<file path="src/rtl/result_fifo_if.sv">
// result_fifo_if: handshake/data bundle between the wrapper controller
// (master) and the result FIFO (slave).
//   clr       master->slave  synchronous clear
//   wr_req    master->slave  push wr_data (single-cycle pulse)
//   wr_data   master->slave  result word
//   rd_req    master->slave  pop head entry (single-cycle pulse)
//   rd_data   slave->master  head entry, 0 when empty (FWFT)
//   empty     slave->master  count == 0
//   full      slave->master  count == DEPTH
//   count     slave->master  stored entries
//   overflow  slave->master  sticky dropped-write flag
//   underflow slave->master  sticky read-while-empty flag
interface result_fifo_if #(
  parameter int unsigned DATA_WIDTH = 16,
  parameter int unsigned DEPTH      = 8
);
  localparam int unsigned ADDR_WIDTH = $clog2(DEPTH);

  logic                  clr;
  logic                  wr_req;
  logic [DATA_WIDTH-1:0] wr_data;
  logic                  rd_req;
  logic [DATA_WIDTH-1:0] rd_data;
  logic                  empty;
  logic                  full;
  logic [ADDR_WIDTH:0]   count;
  logic                  overflow;
  logic                  underflow;

  modport master (
    output clr, wr_req, wr_data, rd_req,
    input  rd_data, empty, full, count, overflow, underflow
  );

  modport slave (
    input  clr, wr_req, wr_data, rd_req,
    output rd_data, empty, full, count, overflow, underflow
  );
endinterface

</file>
<file path="src/rtl/result_fifo.sv">
// result_fifo: first-word-fall-through result buffer.
// Ports:
//   clk  rising-edge clock
//   rst  asynchronous active-high reset
//   bus  result_fifo_if.slave (clear, push/pop handshake, head data, status)
// The head entry appears on rd_data with no read latency; full/empty are
// decoded from a dedicated count register rather than pointer comparison.
module result_fifo #(
  parameter int unsigned DATA_WIDTH = 16,
  parameter int unsigned DEPTH      = 8
) (
  input  logic         clk,
  input  logic         rst,
  result_fifo_if.slave bus
);
  localparam int unsigned ADDR_WIDTH = $clog2(DEPTH);
  localparam logic [ADDR_WIDTH:0] FullCount = (ADDR_WIDTH + 1)'(DEPTH);
  localparam logic [ADDR_WIDTH:0] OneCount  = (ADDR_WIDTH + 1)'(1);

  if (DEPTH < 2 || (DEPTH & (DEPTH - 1)) != 0) begin : g_bad_depth
    $error("result_fifo: DEPTH must be a power of 2 and at least 2");
  end

  logic [DATA_WIDTH-1:0] r_mem [DEPTH];
  logic [ADDR_WIDTH-1:0] r_wr_ptr;
  logic [ADDR_WIDTH-1:0] r_rd_ptr;
  logic [ADDR_WIDTH:0]   r_count;
  logic                  r_overflow;
  logic                  r_underflow;

  logic w_full;
  logic w_empty;
  logic w_wr_ok;
  logic w_rd_ok;

  assign w_full  = (r_count == FullCount);
  assign w_empty = (r_count == '0);

  // A pop in the same cycle frees a slot, so a full FIFO still takes the push.
  // clr suppresses both so that nothing lands in memory on a clear cycle.
  assign w_wr_ok = bus.wr_req && (!w_full || bus.rd_req) && !bus.clr;
  assign w_rd_ok = bus.rd_req && !w_empty && !bus.clr;

  always_ff @(posedge clk or posedge rst) begin
    if (rst) begin
      r_wr_ptr    <= '0;
      r_rd_ptr    <= '0;
      r_count     <= '0;
      r_overflow  <= 1'b0;
      r_underflow <= 1'b0;
    end else if (bus.clr) begin
      r_wr_ptr    <= '0;
      r_rd_ptr    <= '0;
      r_count     <= '0;
      r_overflow  <= 1'b0;
      r_underflow <= 1'b0;
    end else begin
      if (w_wr_ok) r_wr_ptr <= r_wr_ptr + 1'b1;
      if (w_rd_ok) r_rd_ptr <= r_rd_ptr + 1'b1;
      if (w_wr_ok && !w_rd_ok) begin
        r_count <= r_count + OneCount;
      end else if (w_rd_ok && !w_wr_ok) begin
        r_count <= r_count - OneCount;
      end
      if (bus.wr_req && !w_wr_ok) r_overflow  <= 1'b1;
      if (bus.rd_req && w_empty)  r_underflow <= 1'b1;
    end
  end

  // Storage carries no reset; a push racing an asserted rst is invisible
  // because the pointers and count are forced back to zero.
  always_ff @(posedge clk) begin
    if (w_wr_ok) r_mem[r_wr_ptr] <= bus.wr_data;
  end

  assign bus.rd_data   = w_empty ? '0 : r_mem[r_rd_ptr];
  assign bus.empty     = w_empty;
  assign bus.full      = w_full;
  assign bus.count     = r_count;
  assign bus.overflow  = r_overflow;
  assign bus.underflow = r_underflow;
endmodule

</file>
<file path="src/flat_wrapper.sv">
// flat-port wrapper written by rule: the top's interface ports become plain ports
module result_fifo_flat 
#(
  parameter int unsigned DATA_WIDTH = 16,
  parameter int unsigned DEPTH      = 8
)
  (clk, rst, bus_clr, bus_wr_req, bus_wr_data, bus_rd_req, bus_rd_data, bus_empty, bus_full, bus_count, bus_overflow, bus_underflow);
  result_fifo_if #(.DATA_WIDTH(DATA_WIDTH), .DEPTH(DEPTH)) bus_i ();
  input  logic clk;
  input  logic rst;
  input wire logic [$bits(bus_i.clr)-1:0] bus_clr;
  input wire logic [$bits(bus_i.wr_req)-1:0] bus_wr_req;
  input wire logic [$bits(bus_i.wr_data)-1:0] bus_wr_data;
  input wire logic [$bits(bus_i.rd_req)-1:0] bus_rd_req;
  output wire logic [$bits(bus_i.rd_data)-1:0] bus_rd_data;
  output wire logic [$bits(bus_i.empty)-1:0] bus_empty;
  output wire logic [$bits(bus_i.full)-1:0] bus_full;
  output wire logic [$bits(bus_i.count)-1:0] bus_count;
  output wire logic [$bits(bus_i.overflow)-1:0] bus_overflow;
  output wire logic [$bits(bus_i.underflow)-1:0] bus_underflow;
  assign bus_i.clr = bus_clr;
  assign bus_i.wr_req = bus_wr_req;
  assign bus_i.wr_data = bus_wr_data;
  assign bus_i.rd_req = bus_rd_req;
  assign bus_rd_data = bus_i.rd_data;
  assign bus_empty = bus_i.empty;
  assign bus_full = bus_i.full;
  assign bus_count = bus_i.count;
  assign bus_overflow = bus_i.overflow;
  assign bus_underflow = bus_i.underflow;
  result_fifo #(.DATA_WIDTH(DATA_WIDTH), .DEPTH(DEPTH)) u_core (.clk(clk), .rst(rst), .bus(bus_i));
endmodule
</file>
<file path="config.mk">
export PLATFORM = sky130hd
export DESIGN_NAME = result_fifo_flat
export DESIGN_NICKNAME = d
export VERILOG_FILES = /design/src/rtl/result_fifo_if.sv /design/src/rtl/result_fifo.sv /design/src/flat_wrapper.sv
export SDC_FILE = /design/constraint.sdc
export NUM_CORES = 1
export LEC_CHECK = 0
export BUFFER_PORTS_ARGS = -buffer_cell sky130_fd_sc_hd__buf_2
export CAP_MARGIN = 20
export CORE_MARGIN = 2
export CORE_UTILIZATION = 30
export DETAILED_ROUTE_END_ITERATION = 16
export REMOVE_ABC_BUFFERS = 1
export SYNTH_ARGS = -nofsm -noshare
export SYNTH_HDL_FRONTEND = slang
export SYNTH_SLANG_ARGS = --single-unit
export TNS_END_PERCENT = 5
</file>
<file path="constraint.sdc">
create_clock -name clk -period 3.9 [get_ports clk]
set_input_delay 0.195 -clock clk [delete_from_list [all_inputs] [get_ports clk]]
set_output_delay 0.195 -clock clk [all_outputs]
set_load 0.05 [all_outputs]
</file>
* After elaboration in Yosys (flattened, before gate mapping) *
Memory sizes are Yosys's and may differ from the RTL's.
Cells that the tools add are included.

storage, ports and cells
  bits in registers = 12
  bits in latches = 0
  memory bits (writable) = 128
  bits in read-only memories = 0
  memories = 1

operators by class
  add/subtract/negate cells = 4
  $mul = 0
  divide/modulo/power cells = 0
  order comparisons = 0
  eq/ne operators = 1
  shifts and indexed selects = 0
  mux-type cells = 14
  bitwise operators = 0
  reductions and logical operators = 20

memories
  memory        depth  bits a word  rd ports  clocked after memory_dff  write ports  line               text
  u_core.r_mem  8      16           1         0                         1            result_fifo.sv:24  logic [DATA_WIDTH-1:0] r_mem [DEPTH];

operator list
  kind                 count
  $mux 16              1
  $mux 3               4
  $mux 4               3
  $logic_and 1x1->1    8
  $reduce_bool 2->1    4
  $add 3x1->3 const B  2
  $mux 1               6
  $logic_not 1->1      5
  $add 4x1->4 const B  1
  $eq 4x4->1 const B   1
  $logic_not 4->1      1
  $sub 4x1->4 const B  1
  $reduce_bool 3->1    1
  $logic_or 1x1->1     1

* Longest topological paths before layout *
Gate-level depths: netlist of the first run.

  depth after elaboration = 10
  gate-level depth with buffers = 8
  gate-level depth less buffers = 7

* Worst setup path after synthesis of the first run *
No wires, ideal clock.

  path type = reg-to-reg
  from = register u_core.r_count[1], in the netlist u_core.bus.count[1]
  to = memory u_core.r_mem[4][0] (enable)
  library setup time = 0.430 ns
  arrival time = 2.945 ns
  required time = 3.470 ns
  slack = 0.525 ns
  cell stages (with the launch flop) = 5
  path buffers = 0
  cells stage by stage = dfrtp_1 -> or4b_4 -> o21ai_4 -> or2_2 -> nor4_1

on the way
  longest elaborated chain between the ends = 7

RTL lines
  what                             line               text
  start: declaration               result_fifo.sv:27  logic [ADDR_WIDTH:0] r_count;
  start signal: assignment         result_fifo.sv:61  r_count <= r_count + OneCount;
  start signal: assignment         result_fifo.sv:63  r_count <= r_count - OneCount;
  $eq 4x4->1                       result_fifo.sv:36  assign w_full = (r_count == FullCount);
  $logic_not 1->1                  result_fifo.sv:41  assign w_wr_ok = bus.wr_req && (!w_full || bus.rd_req) && !bus.clr;
  $logic_or 1x1->1                 result_fifo.sv:41
  $logic_and 1x1->1 (2 in series)  result_fifo.sv:41
  $mux 1                           result_fifo.sv:73  if (w_wr_ok) r_mem[r_wr_ptr] <= bus.wr_data;
  $mux 1 (implied by the code)     result_fifo.sv:73
  end: declaration                 result_fifo.sv:24

Every way passes these cells.

* Final worst setup path of the first run *
  from = register u_core.r_rd_ptr[0]
  to = output port bus_rd_data[12]

on the way
  longest elaborated chain between the ends = 2

RTL lines
  what                      line                text
  start: declaration        result_fifo.sv:26   logic [ADDR_WIDTH-1:0] r_rd_ptr;
  start signal: assignment  result_fifo.sv:59   if (w_rd_ok) r_rd_ptr <= r_rd_ptr + 1'b1;
  $mem_v2 8x16              --
  $mux 16                   result_fifo.sv:76   assign bus.rd_data = w_empty ? '0 : r_mem[r_rd_ptr];
  end: declaration          flat_wrapper.sv:15  output wire logic [$bits(bus_i.rd_data)-1:0] bus_rd_data;

Every way passes these cells.

==> results.toml, run 1 <==
[floorplan]
io_pins = 45
rows = 50
dieArea_sq_um = 19980
die_h_um = 141.3
initial_utilization_pct = 30.46
core_area_sq_um = 18580
chipWidth_um = 141.3

[synth]
synth_flop_cell = "sky130_fd_sc_hd__edfxtp_1"
synth_async_sr_flop_share_pct = 8.571
synth_warnings = 0
post_synth_instance_area_sq_um = 5659
synth_top_cell_by_area = "sky130_fd_sc_hd__edfxtp_1"
yosysSeqAreaShare_pct = 73.23
synth.top_cell.area_share_pct = 67.92
post-synth-top-count-cell = "sky130_fd_sc_hd__edfxtp_1"
synth.avg_cell_area_sq_um = 19.38
synth_area_leaders = "sky130_fd_sc_hd__edfxtp_1 68%, sky130_fd_sc_hd__mux4_2 13%, sky130_fd_sc_hd__dfrtp_1 5.3%"
postSynthRegisterBits = 140
synthTopCellsByCount = "128 x sky130_fd_sc_hd__edfxtp_1, 32 x sky130_fd_sc_hd__mux4_2, 26 x sky130_fd_sc_hd__nor2_1, 18 x sky130_fd_sc_hd__mux2i_1, 12 x sky130_fd_sc_hd__dfrtp_1"
synth.distinct_cells = 36
synthCells = 292
synth_edf_count = 128

[route]
route.antenna.remaining_nets = 0
post_detailed_routing_wire_length_um = 11440
first_pass_iters = 4
route.detailed.vias_per_inst = 4.816
drt_first_iter_violations = 214
route.detailed.drc = 0
wl_per_cell_um = 19.13
route.vias.total = 2880

[cells_and_area]
final_core_utilization_pct = 36.73
area.growth.synth_to_final_pct = 20.58
fin_nets = 377
final_area_sq_um = 6824
instances_no_fill = 598
post_route_cells_drive_above_1_share_pct = 35.16
antenna_cells_inserted = 0

[timing]
setup_repair_after_global_routing_missed_its_margin = "no"
finalSetupViolations = 0
fin_skew_ps = 13.25
post-route-period-util_pct = 70.09
finalCriticalPeriod_ps = 2734
fmax_ghz = 0.3658
final-max-slew-violation-count = 0
tightest_slew_ps = 877.8
slew-limit-headroom_pct = 41.48
finalHoldViolations = 0

[global_routing]
groute.usage.overall_pct = 12.22
globalRoute.totalOverflow = 0
grt_pass1_vias = 3017
grt_pass1_wl_um = 17750
grt_start_max_net_pins = 35
antenna_found_initial = 0

[critical_path]
kind_of_end_point_of_the_critical_path = "primary output"
required_ps = 3700
arrival_ps = 2540
worstRegToRegCells = 7
timing.critical_path.from_type = "flop"
critical_path_class = "reg2out"
cp_max_fo = 15

[clock_tree]
cts_sinks = 140
cts_repair_resize_count = 0
clock_tree_from_tritoncts = "yes"
max-clock-path-buffers = 2
insertion_delay_ps = 420
clk_root_buffer_cell = "sky130_fd_sc_hd__clkbuf_16"
clock_tree.htree_level_count = 4
path_clk_slew_ps = 60
clock_buffer_count_from_cts = 17

[placed_design]
placed_cells = 565
post_dp_cell_area_sq_um = 6223
place.detailed.hpwl_um = 7099
port_buffers = 44
gp_congestion = 0.7826

[power]
p_leak_nw = 2.293
ir_drop_mv = 0.5205
total_power_mw = 4.982
pwr_density_nw_per_um2 = 730.0

[run]
maxCapViolCount = 0

[hold_path]
min_path_type = "in2reg"
hold_depth = 1

[outcome]
run_status = "complete, no violations"
-- logic make-up after synthesis --
family          after synthesis  share of synthesized area [%]
simple gates                 52                          4.444
fa+ha+maj                     5                          1.238
buf+inv                      23                          2.078
xor+xnor                      6                         0.9286
mux                          50                          15.92
compound gates               16                          2.167
flops                       140                          73.23
-- power breakdown --
part	switching [mW]	internal, mW
sequential	0.144	1.70
clock	0.560	1.06
combinational	0.992	0.523
-- per-stage QoR --
| stage | worst slack [ps] | hold slack [ps] | TNS (ps) |
|---|---|---|---|
| after detailed placement | 1569 | 276.6 | 0 |
| after floorplan | -764.7 | 59.70 | -12980 |
| after CTS | 1122 | 42.05 | 0 |
| after global routing | 975.9 | 57.74 | 0 |
| after global placement | 1579 | 251.1 | 0 |
| final | 1166 | 57.43 | 0 |
-- layout by cell type, fill, tap and decap left out, drive strengths merged, types with 5 or more instances in the layout --
cell    netlist  layout
dfrtp        12      12
inv           6       6
clkinv        0       6
mux2i        18      18
a21oi         5       5
nor4          7       7
mux4         32      32
edfxtp      128     128
nor2         26      26
nand2         5       5
clkbuf        4      22
buf          13      56
-- worst max-delay path, stage by stage (launching register included) --
cell and delay, ps:
sky130_fd_sc_hd__dfrtp_2 700, sky130_fd_sc_hd__buf_4 360, sky130_fd_sc_hd__mux4_2 540, sky130_fd_sc_hd__mux2i_1 240, sky130_fd_sc_hd__nor2_1 60, sky130_fd_sc_hd__buf_2 210
-- state kept, by name, summed over array words and instances, names as in the netlist --
name	cells
u_core.bus.count	4
u_core.bus.overflow	1
u_core.bus.underflow	1
u_core.r_mem	128
u_core.r_rd_ptr	3
u_core.r_wr_ptr	3
-- metal layers --
layer,share of wire [%],track usage (%),vias to the layer above
li1,-,-,1285
met1,46,16.35,1510
met2,48,18.93,66
met3,4.2,3.172,19
met4,1.9,5.368,0
met5,0,0,-
-- path summary, 6_finish.rpt --
| check | slack (ps) | end | startpoint |
|---|---|---|---|
| min in group asynchronous | 360 | u_core.bus.count[1] | rst |
| worst max register to register | 1590 | u_core.bus.count[3] | u_core.bus.count[0] |
| worst min register to register | 500 | u_core.bus.overflow | u_core.bus.overflow |
| worst min-delay path | 60 | u_core.r_mem[4][14] | bus_wr_data[14] |
| max in group asynchronous | 3160 | u_core.r_rd_ptr[0] | rst |
| worst max-delay path | 1170 | bus_rd_data[12] | u_core.r_rd_ptr[0] |
-- final cells by class --
cell class | count | area, sq um
fillers | 1676 | 11760
flip-flops and latches | 140 | 4146
multi-input cells | 129 | 1451
clock buffers | 22 | 444.2
repair buffers | 57 | 320.3
well taps | 234 | 292.8
clock inverters | 10 | 146.4
inverters | 6 | 22.52
-- repair_timing --
action,CTS,global route
endpoints found under the hold margin,12,0
hold buffers,1,0
buffers inserted,0,0
Power figures use the tool's default switching activity.
==> run 2: changes to the inputs <==
clock period = 2.6 ns   (was 3.9 ns; I/O delays follow)
==> results.toml, run 2 (synthesized netlist as in run 1, its figures left out) <==
[global_routing]
grtUsageMet1_pct = 15.76
grt.met2_usage_pct = 19.14
groute.usage.overall_pct = 12.05
grt_pass1_wl_um = 17600
grt_pass1_vias = 3008
grt_start_max_net_pins = 21
antenna_found_initial = 0
grt.busiest_layer = "met2"
groute.layer.met3.usage_pct = 3.274
globalRoute.totalOverflow = 0

[timing]
finalSetupViolations = 0
post-route-period-util_pct = 87.79
tightest_slew_ps = 802.3
setup_repair_after_global_routing_missed_its_margin = "no"
fin_skew_ps = 8.376
slew-limit-headroom_pct = 46.07
fmax_ghz = 0.4381
finalCriticalPeriod_ps = 2283
final-max-slew-violation-count = 0
finalHoldViolations = 0

[critical_path]
timing.critical_path.from_type = "flop"
arrival_ps = 2560
required_ps = 2880
cp_max_fo = 9
critical_path_class = "reg2reg"
kind_of_end_point_of_the_critical_path = "flop"

[clock_tree]
cts_hold_repair.buffers = 16
path_clk_slew_ps = 60
cts_post_setup_buffers_inserted = 0
clk_root_buffer_cell = "sky130_fd_sc_hd__clkbuf_16"
insertion_delay_ps = 420
clock_tree.htree_level_count = 4
clock_buffer_count_from_cts = 17
cts_repair_resize_count = 0
max-clock-path-buffers = 2
clock_tree_from_tritoncts = "yes"
cts_sinks = 140

[cells_and_area]
final_core_utilization_pct = 37.64
ff_latch_area_sq_um = 4145
area.growth.synth_to_final_pct = 23.59
final_area_sq_um = 6994
most-common-layout-cells = "128 x sky130_fd_sc_hd__edfxtp_1, 44 x sky130_fd_sc_hd__buf_2, 32 x sky130_fd_sc_hd__mux4_2"
area_occupied_by_multi_input_gates_sq_um = 1451
antenna_cells_inserted = 0
fin_nets = 396
post_route_cells_drive_above_1_share_pct = 35.25
final_common_cell = "sky130_fd_sc_hd__edfxtp_1"
largest_register_ff_count = 128
instances_no_fill = 617
final.fill_count = 1686
largest-register = "u_core.r_mem"

[floorplan]
rows = 50
core_area_sq_um = 18580
initial_utilization_pct = 30.46
io_pins = 45
dieArea_sq_um = 19980
die_h_um = 141.3
chipWidth_um = 141.3

[placed_design]
post_dp_cell_area_sq_um = 6265
port_buffers = 44
place.detailed.hpwl_um = 6915
placed_cells = 569
gp_congestion = 0.7787

[route]
first_pass_iters = 4
route.antenna.remaining_nets = 0
route.vias.total = 2915
drt_first_iter_violations = 226
post_detailed_routing_wire_length_um = 11280
wl_per_cell_um = 18.28
route.detailed.drc = 0
route.detailed.vias_per_inst = 4.724

[run]
maxCapViolCount = 0

[outcome]
run_status = "complete, no violations"

[power]
ir_drop_mv = 0.7374
total_power_mw = 7.439
p_leak_nw = 2.368
pwr_density_nw_per_um2 = 1064

[hold_path]
min_path_type = "in2reg"
[run 2: cell types whose count changed in the layout (fill, tap and decap cells not counted)]
cell,change
sky130_fd_sc_hd__buf_12,+1
sky130_fd_sc_hd__buf_4,+3
sky130_fd_sc_hd__bufinv_16,-2
sky130_fd_sc_hd__clkbuf_1,-5
sky130_fd_sc_hd__clkinv_1,+1
sky130_fd_sc_hd__clkinv_2,-1
sky130_fd_sc_hd__clkinv_4,+1
sky130_fd_sc_hd__clkinvlp_4,+2
sky130_fd_sc_hd__dfrtp_1,+1
sky130_fd_sc_hd__dfrtp_2,-1
sky130_fd_sc_hd__dlygate4sd3_1,+15
sky130_fd_sc_hd__inv_6,+4
[run 2: path summary, 6_finish.rpt]
path	startpoint	to	slack [ps]	depth (start not counted)
worst max-delay path	u_core.bus.count[0]	u_core.bus.count[3]	320	7
worst min-delay path	bus_wr_data[8]	u_core.r_mem[5][8]	30	1
worst max register to register	u_core.bus.count[0]	u_core.bus.count[3]	320	7
worst min register to register	u_core.bus.overflow	u_core.bus.overflow	490	2
max in group asynchronous	rst	u_core.r_rd_ptr[0]	1930	3
min in group asynchronous	rst	u_core.r_wr_ptr[0]	290	3
[run 2: layout make-up]
type	count	share of cell area (%)
Sequential cell	140	59.27
Multi-Input combinational cell	129	20.75
Timing Repair Buffer	76	7.335
Clock buffer	17	6.082
Tap cell	234	4.186
Clock inverter	15	2.057
Inverter	6	0.3220
[run 2: routing by layer]
| metal | wire (um) | vias up |
|---|---|---|
| li1 | - | 1333 |
| met1 | 5109 | 1500 |
| met2 | 5537 | 70 |
| met3 | 491 | 12 |
| met4 | 143 | 0 |
| met5 | 0 | - |
[run 2: per-stage QoR]
stage / setup WS (ps) / TNS (ps) / hold WS, ps
2_1_floorplan: -2000 / -102310 / -5.301
3_3_place_gp: 411.9 / 0 / 187.7
3_5_place_dp: 357.8 / 0 / 190.6
4_1_cts: 296.5 / 0 / 1.880
5_1_grt: 222.3 / 0 / 24.27
6_report: 317.4 / 0 / 33.63
[run 2: worst max-delay path, stage by stage (launching register included)]
cell and delay, ps:
sky130_fd_sc_hd__dfrtp_1 490, sky130_fd_sc_hd__or4b_4 600, sky130_fd_sc_hd__nand3_1 160, sky130_fd_sc_hd__ha_1 250, sky130_fd_sc_hd__a21o_1 170, sky130_fd_sc_hd__a21oi_1 200
sky130_fd_sc_hd__a21boi_0 220, sky130_fd_sc_hd__nor3_1 60
[run 2: where the power goes]
part	switching [mW]	total, mW	internal [mW]
registers	0.104	2.66	2.55
clock network	0.918	2.32	1.41
logic	1.62	2.46	0.841
total	2.64	7.44	4.80
==> run 3: changes to the inputs <==
BUFFER_PORTS_ARGS = -buffer_cell sky130_fd_sc_hd__clkbuf_2   (was -buffer_cell sky130_fd_sc_hd__buf_2)
==> results.toml, run 3 (synthesized netlist as in run 1, its figures left out) <==
[timing]
fin_skew_ps = 6.063
final-max-slew-violation-count = 0
tightest_slew_ps = 986.7
slew-limit-headroom_pct = 33.67
setup_repair_after_global_routing_missed_its_margin = "no"
finalCriticalPeriod_ps = 2384
setup-tns-final_ps = 0
finalSetupViolations = 0
fmax_ghz = 0.4194
finalHoldViolations = 0
post-route-period-util_pct = 91.70

[global_routing]
grt_pass1_vias = 3112
grt_pass1_wl_um = 17570
grt_start_max_net_pins = 21
globalRoute.totalOverflow = 0
antenna_found_initial = 0
groute.usage.overall_pct = 11.91

[power]
pwr_density_nw_per_um2 = 1061
p_leak_nw = 2.333
ir_drop_mv = 0.5939

[cells_and_area]
most-common-layout-cells = "128 x sky130_fd_sc_hd__edfxtp_1, 44 x sky130_fd_sc_hd__clkbuf_2, 32 x sky130_fd_sc_hd__mux4_2"
largest_register_ff_count = 128
largest-register = "u_core.r_mem"
area.growth.synth_to_final_pct = 22.26
antenna_cells_inserted = 0
final.fill_count = 1679
instances_no_fill = 613
ff_latch_area_sq_um = 4145
final_common_cell = "sky130_fd_sc_hd__edfxtp_1"
post_route_cells_drive_above_1_share_pct = 36.41
fin_nets = 392
area_occupied_by_multi_input_gates_sq_um = 1451

[clock_tree]
insertion_delay_ps = 410
max-clock-path-buffers = 2
cts_repair_resize_count = 0
clock_tree.htree_level_count = 4
clock_buffer_count_from_cts = 17
clock_tree_from_tritoncts = "yes"
clk_root_buffer_cell = "sky130_fd_sc_hd__clkbuf_16"
cts_sinks = 140
path_clk_slew_ps = 60

[floorplan]
initial_utilization_pct = 30.46
dieArea_sq_um = 19980
die_h_um = 141.3
rows = 50
io_pins = 45
core_area_sq_um = 18580
chipWidth_um = 141.3

[hold_path]
min_path_type = "in2reg"
hold_path.startpoint = "bus_wr_data[12]"

[placed_design]
port_buffers = 44
placed_cells = 571
gp_congestion = 0.7444
place.detailed.hpwl_um = 7094

[route]
highest-signal-layer = "met4"
wl_per_cell_um = 18.34
route.antenna.remaining_nets = 0
post_detailed_routing_wire_length_um = 11240
met2WireLength_um = 5589
route.detailed.vias_per_inst = 4.726
route.vias.total = 2897
met1Wirelength_um = 4949
dr_wl_met3_um = 635
first_pass_iters = 4
drt_first_iter_violations = 224
route.detailed.drc = 0

[critical_path]
regToRegStartpoint = "u_core.bus.count[1]"
arrival_ps = 2250
kind_of_end_point_of_the_critical_path = "primary output"
cp_max_fo = 20
path_delay_family = "multiplexers"
timing.critical_path.from_type = "flop"
critPathMaxStageDelay_ps = 560
required_ps = 2470
source_of_the_critical_timing_path = "u_core.r_rd_ptr[0]"
critical_path_class = "reg2out"
crit_chain = "buf_4 -> mux4_2 -> mux2i_1 -> nor2_1 -> clkbuf_2"
cp.buffers_inverters = 2
critPathSlowestCell = "sky130_fd_sc_hd__mux4_2"

[run]
maxCapViolCount = 0

[outcome]
run_status = "complete, no violations"
-- run 3: metal layers --
metal	global-route usage, %	vias up
li1	-	1319
met3	4.117	6
met1	14.99	1502
met2	19.67	70
met5	0	-
met4	3.316	0
-- run 3: worst paths after layout --
kind / to / slack [ps] / cells past startpoint
setup / recovery: bus_rd_data[8] / 220 / 5
hold / removal: u_core.r_mem[3][12] / 8 / 1
setup reg to reg: u_core.r_mem[5][11] / 240 / 4
hold reg to reg: u_core.bus.overflow / 500 / 2
max in group asynchronous: u_core.r_rd_ptr[0] / 1950 / 3
min in group asynchronous: u_core.r_wr_ptr[1] / 280 / 3
-- run 3: area by class of cell --
class	instances	area share, %
flip-flops and latches	140	59.91
multi-input cells	129	20.98
repair buffers	72	6.582
clock buffers	17	6.148
well taps	234	4.231
clock inverters	15	1.826
inverters	6	0.3255
-- run 3: worst reg2reg max path, cell delays in order (launching register included) --
cell and delay (ps):
sky130_fd_sc_hd__dfrtp_1 530, sky130_fd_sc_hd__or4b_4 230, sky130_fd_sc_hd__o21ai_4 110, sky130_fd_sc_hd__nor4_2 840, sky130_fd_sc_hd__buf_4 350
-- run 3: power breakdown --
group / leakage (nW) / switching, mW / internal (mW)
registers: 1.32 / 0.0700 / 2.55
logic: 0.756 / 1.66 / 0.830
clock network: 0.262 / 0.920 / 1.31
-- run 3: repair_timing --
item / 4_1_cts / 5_1_grt
hold buffers: 10 / 0
setup buffers: 0 / 0
endpoints found under the setup margin: 0 / 0
endpoints found under the hold margin: 80 / 0
-- run 3: per-stage QoR --
stage	power [mW]	cell area [sq um]	setup slack (ps)	util [%]	hold WS, ps
2_1_floorplan	4.294	5564	-2000	-	-5.301
3_3_place_gp	5.168	6267	335.6	33.73	181.3
3_5_place_dp	5.200	6267	263.1	33.73	183.1
4_1_cts	7.447	6919	142.0	37.24	0.2789
5_1_grt	7.687	6919	84.19	37.24	9.218
6_report	7.342	6919	215.8	37.24	7.675
